[src/rtl/adder_pkg.sv]
// Shared types and limits for the bit-serial adder controller.
package adder_pkg;

  typedef enum logic [1:0] {
    IDLE = 2'd0,
    RUN  = 2'd1,
    FIN  = 2'd2
  } adder_state_t;

  localparam int ADDER_MAX_WIDTH = 64;

endpackage

[src/rtl/full_adder.sv]
// One-bit full adder cell; count is the carry out.
module full_adder (
  input  logic a,
  input  logic b,
  input  logic cin,
  output logic sum,
  output logic count
);

  assign sum   = a ^ b ^ cin;
  assign count = (a & b) | (cin & (a ^ b));

endmodule

[src/rtl/serial_adder_ctrl.sv]
// Bit-serial WIDTH-bit adder: drives one full_adder cell LSB first with a
// registered carry, behind a start/busy/done handshake.
module serial_adder_ctrl
  import adder_pkg::*;
#(
  parameter int WIDTH = 8
) (
  input  logic             clk,
  input  logic             rst,
  input  logic             start,
  input  logic [WIDTH-1:0] a,
  input  logic [WIDTH-1:0] b,
  input  logic             cin,
  output logic             busy,
  output logic             done,
  output logic [WIDTH-1:0] sum,
  output logic             cout,
  output logic             ovf
);

  localparam int CNT_W = (WIDTH > 1) ? $clog2(WIDTH) : 1;
  localparam logic [CNT_W-1:0] CNT_LAST = CNT_W'(WIDTH - 1);

  if (WIDTH < 1 || WIDTH > ADDER_MAX_WIDTH) begin : g_bad_width
    $error("serial_adder_ctrl: WIDTH out of range");
  end

  adder_state_t     state_q, state_d;
  logic [WIDTH-1:0] sa_q, sa_d;
  logic [WIDTH-1:0] sb_q, sb_d;
  logic [WIDTH-1:0] sw_q, sw_d;
  logic [CNT_W-1:0] cnt_q, cnt_d;
  logic             c_q, c_d;
  logic             c_msb_in_q, c_msb_in_d;
  logic [WIDTH-1:0] sum_q, sum_d;
  logic             cout_q, cout_d;
  logic             ovf_q, ovf_d;
  logic             done_q, done_d;

  logic fa_sum;
  logic fa_cout;

  full_adder u_fa (
    .a     (sa_q[0]),
    .b     (sb_q[0]),
    .cin   (c_q),
    .sum   (fa_sum),
    .count (fa_cout)
  );

  always_comb begin
    state_d    = state_q;
    sa_d       = sa_q;
    sb_d       = sb_q;
    sw_d       = sw_q;
    cnt_d      = cnt_q;
    c_d        = c_q;
    c_msb_in_d = c_msb_in_q;
    sum_d      = sum_q;
    cout_d     = cout_q;
    ovf_d      = ovf_q;
    done_d     = 1'b0;

    case (state_q)
      IDLE: begin
        if (start) begin
          sa_d    = a;
          sb_d    = b;
          c_d     = cin;
          cnt_d   = '0;
          state_d = RUN;
        end
      end
      RUN: begin
        // Sum bits enter at the MSB so that after WIDTH shifts bit 0 sits at the LSB.
        sa_d = sa_q >> 1;
        sb_d = sb_q >> 1;
        sw_d = (sw_q >> 1) | (WIDTH'(fa_sum) << (WIDTH - 1));
        c_d  = fa_cout;
        if (cnt_q == CNT_LAST) begin
          c_msb_in_d = c_q;
          state_d    = FIN;
        end else begin
          cnt_d = cnt_q + 1'b1;
        end
      end
      FIN: begin
        sum_d   = sw_q;
        cout_d  = c_q;
        ovf_d   = c_msb_in_q ^ c_q;
        done_d  = 1'b1;
        state_d = IDLE;
      end
      default: state_d = IDLE;
    endcase
  end

  always_ff @(posedge clk) begin
    if (rst) begin
      state_q    <= IDLE;
      sa_q       <= '0;
      sb_q       <= '0;
      sw_q       <= '0;
      cnt_q      <= '0;
      c_q        <= 1'b0;
      c_msb_in_q <= 1'b0;
      sum_q      <= '0;
      cout_q     <= 1'b0;
      ovf_q      <= 1'b0;
      done_q     <= 1'b0;
    end else begin
      state_q    <= state_d;
      sa_q       <= sa_d;
      sb_q       <= sb_d;
      sw_q       <= sw_d;
      cnt_q      <= cnt_d;
      c_q        <= c_d;
      c_msb_in_q <= c_msb_in_d;
      sum_q      <= sum_d;
      cout_q     <= cout_d;
      ovf_q      <= ovf_d;
      done_q     <= done_d;
    end
  end

  assign busy = (state_q != IDLE);
  assign done = done_q;
  assign sum  = sum_q;
  assign cout = cout_q;
  assign ovf  = ovf_q;

endmodule

[config.mk]
export PLATFORM = sky130hd
export DESIGN_NAME = serial_adder_ctrl
export DESIGN_NICKNAME = d
export VERILOG_FILES = /design/src/rtl/adder_pkg.sv /design/src/rtl/full_adder.sv /design/src/rtl/serial_adder_ctrl.sv
export SDC_FILE = /design/constraint.sdc
export NUM_CORES = 1
export LEC_CHECK = 0
export CORE_MARGIN = 2
export CORE_UTILIZATION = 45
export DETAILED_ROUTE_END_ITERATION = 12
export PLACE_DENSITY = 0.73
export SYNTH_ARGS = -nofsm -noshare
export SYNTH_HDL_FRONTEND = slang
export SYNTH_SLANG_ARGS = --single-unit
[constraint.sdc]
create_clock -name clk -period 1.5 [get_ports clk]
set_clock_uncertainty 0.1 [all_clocks]
set_input_delay 0.375 -clock clk [delete_from_list [all_inputs] [get_ports clk]]
set_output_delay 0.375 -clock clk [all_outputs]
set_load 0.005 [all_outputs]
==> results of run 1 <==
-- cell usage after synthesis --
library cell  instances
nand2b_1              5
a211oi_1              6
nor2b_1               2
nand2_1              37
ha_1                  2
nor2_1               20
inv_1                 3
nand3_1               1
dfxtp_1              42
buf_4                 2
a211oi_2             10
o21bai_1              1
nor4b_2               1
a21oi_1              19
o31ai_1               1
o21ba_2               1
or2b_1                1
buf_12                1
mux2i_1              15
fa_1                  1
xnor2_1               1
buf_2                 5
clkbuf_1              5
nor3_1                1
o21ai_0               3
buf_6                 1
and2b_1               1
a32oi_1               2
-- registers in the layout, indices dropped and copies added (netlist names) --
signal      cells
c_msb_in_q      1
sa_q            8
c_q             1
sw_q            8
sb_q            8
state_q         2
ovf             1
done            1
cnt_q           3
cout            1
sum             8
-- area by class of cell --
class / count / area [um2] / area share
sequential: 42 / 853 / 0.360
inverter: 3 / 11.3 / 0.00475
timing repair buffer: 46 / 488 / 0.206
clock inverter: 3 / 45.0 / 0.0190
clock buffer: 5 / 68.8 / 0.0290
tap: 48 / 60.1 / 0.0253
multi-input combinational: 131 / 846 / 0.357
-- path summary, 6_finish.rpt --
| kind | endpoint | slack [ns] | depth (start not counted) |
|---|---|---|---|
| worst min register to register | sum[0] | 0.34 | 2 |
| worst max-delay path | cnt_q[2] | 0.05 | 5 |
| worst min-delay path | sum[0] | 0.34 | 2 |
| worst max register to register | cnt_q[2] | 0.05 | 5 |
-- layout by cell type (no fill, tap or decap), drive strengths merged, types with 2 or more instances in the layout --
cell type | netlist | routed
dfxtp | 42 | 42
inv | 3 | 3
o21ai | 3 | 3
clkinvlp | 0 | 2
ha | 2 | 2
nand2 | 37 | 37
clkbuf | 5 | 5
nand2b | 5 | 5
dlygate4sd2 | 0 | 11
a211oi | 16 | 16
buf | 9 | 15
nor2 | 20 | 20
a21oi | 19 | 19
clkdlybuf4s50 | 0 | 19
a32oi | 2 | 2
mux2i | 15 | 15
nor2b | 2 | 2
-- logic make-up (layout without fill, tap and decap cells) --
| group | Yosys count | after routing | share of synthesized area |
|---|---|---|---|
| adder cells (fa/ha/maj) | 3 | 3 | 0.0255 |
| XOR/XNOR | 1 | 1 | 0.00496 |
| AND/OR/NAND/NOR | 69 | 69 | 0.169 |
| AO/OA/AOI/OAI | 43 | 43 | 0.183 |
| buffers and inverters | 17 | 57 | 0.0574 |
| multiplexers | 15 | 15 | 0.0850 |
| flip-flops | 42 | 42 | 0.476 |
-- worst max-delay path: cells and delay by family, from the launching register on --
kind | cells | cell delay, ns
adder cells (fa/ha/maj) | 2 | 0.39
flip-flops | 1 | 0.32
AO/OA/AOI/OAI | 2 | 0.27
AND/OR/NAND/NOR | 1 | 0.26
-- routing by layer --
layer / track usage / wire, um / vias up
met5: 0 / 0 / -
met3: 0.0405 / 129 / 8
met1: 0.203 / 1480 / 628
met2: 0.288 / 1610 / 30
met4: 0.0689 / 49 / 0
li1: - / - / 727
-- repair_timing --
item / 4_1_cts / 5_1_grt
pin swaps: 2 / 2
gates resized for setup: 24 / 7
endpoints found under the setup margin: 16 / 7
-- per-stage QoR --
| step | std cells | setup slack, ns | utilization | power [uW] |
|---|---|---|---|---|
| after global routing | 278 | -0.0307 | 0.638 | 2530 |
| after global placement | 270 | -0.176 | 0.601 | 1540 |
| final | 278 | 0.0492 | 0.638 | 2410 |
| after CTS | 278 | -0.0227 | 0.633 | 2430 |
| after floorplan | 190 | 0.0737 | - | 1420 |
| after detailed placement | 270 | -0.194 | 0.601 | 1550 |
-- power by group through the flow --
stage	combinational, uW	clock [uW]	sequential, uW
floorplan	207	0	1220
global placement	324	0	1220
detailed placement	331	0	1220
CTS	334	899	1200
global route	370	957	1210
finish	334	880	1200
==> metrics.md, run 1 <==
| Metric | Value |
|---|---|
| Core Area | `3720 um2` |
| Die height | `66.7 um` |
| Critical path peak fanout | `4` |
| Critical Path Sink Type | `register` |
| Crit path launch type | `register` |
| #FFs+latches synth | `42` |
| Reg clk slew, reported paths | `0.08 ns` |
| Part of the power in the clock network | `0.365` |
| Max-cap violation count | `0` |
| Period Utilization, post-route | `0.967` |
| Fin. max-slew vios | `0` |
| Sw Pwr | `568 uW` |
| Top post-synthesis cells by area | `dfxtp_1 48%, mux2i_1 8.5%, nand2_1 7.9%` |
| Crit path from | `cnt_q[0]` |
| Clk sinks | `42` |
| Hold Crit Start | `sw_q[0]` |
| Fin. Hold Viols | `0` |
| Final Critical Period | `1.45 ns` |
| Outcome | `completed` |
| Syn_nets | `213` |
| Worst min-delay path category | `reg2reg` |
| Num CTS Buffers | `5` |
| Area delta synth->final | `34.3%` |
| Cells after Synth | `190` |
| Drt drc | `0` |
| Worst Max-Slew Pin Slew | `0.371 ns` |
| Register area share after synthesis | `0.476` |
| Worst-Skew Late Latency | `0.29 ns` |
| Setup TNS | `0 ns` |
| Leak | `0.000922 uW` |
| Iter 0 DRT Violations | `73` |
| Layout Nets | `252` |
| First-pass GRT wire length | `5.69 mm` |
| PortBufs | `31` |
| Synth top area share | `0.476` |
| # rows | `22` |
| Total global-route track usage | `0.169` |
| Vias in the first global route | `1305` |
| Slowest stage cell, crit path | `dfxtp_1` |
| Layout cells sized above 1 | `0.209` |
| Largest net degree at the start of global routing | `17` |
| Maximum vdd ir drop | `0.589 mV` |
| Crit path kind | `reg2reg` |
| Sequential share of power | `0.497` |
| Initial antenna violation count | `0` |
| Post-detail-place hpwl | `2.38 mm` |
| Relative slew slack | `0.752` |
| Starting Density | `0.475` |
| Area leader, netlist | `dfxtp_1` |
| Cell Pwr Density | `1020 nW/um2` |
| Int Pwr | `1840 uW` |
| Cell area after synthesis | `1770 um2` |
| CP Cell Sequence | `ha_1, ha_2, or2b_1, a21oi_4, o21ai_1` |
| Syn. warnings | `0` |
| Post-CTS setup buffer count | `0` |
| Setup-failing EPs final | `0` |
| DIE WIDTH | `66.7 um` |
| Antenna Cells | `0` |
| Root Buffer | `clkbuf_8` |
| Final Cell Area | `2370 um2` |
| TritonCTS clock tree | `yes` |
| Logic gate share of total power | `0.139` |
| DRT Pass-1 Iters | `4` |
| GRT overflow | `0` |
| Clk buf depth | `2` |
| Placed inst area | `2230 um2` |
| Critical R2R Launch | `cnt_q[0]` |
| GP Congestion | `0.713` |
| Distinct cell type count after synthesis | `28` |
| Vias | `1393` |
| Switching Fraction | `0.236` |
| Detail Route Antenna Nets | `0` |
| Die ar. | `4440 um2` |
| Num ports | `32` |
| Fillers | `330` |
| Total wire length | `3.28 mm` |
| Avg WL per Cell | `11.8 um` |
| Data required time of the worst path | `1.58 ns` |
| Synth Area per Inst | `9.30 um2` |
| FMAX | `0.689 GHz` |
| Hold-fix buffers at CTS | `0` |
| Crit path DAT | `1.53 ns` |
| Critical Path Max Stage Delay | `0.32 ns` |
| Drt via density | `5.01` |
| Hold_ws | `0.340 ns` |
| # H-tree levels | `2` |
Power figures use the tool's default switching activity.
==> run 2: changes to the inputs <==
- CAP_MARGIN: default -> 20
- CTS_CLUSTER_SIZE: default -> 12
==> results of run 2 <==
Final layout, timing and power as in run 1 (identical DEF).
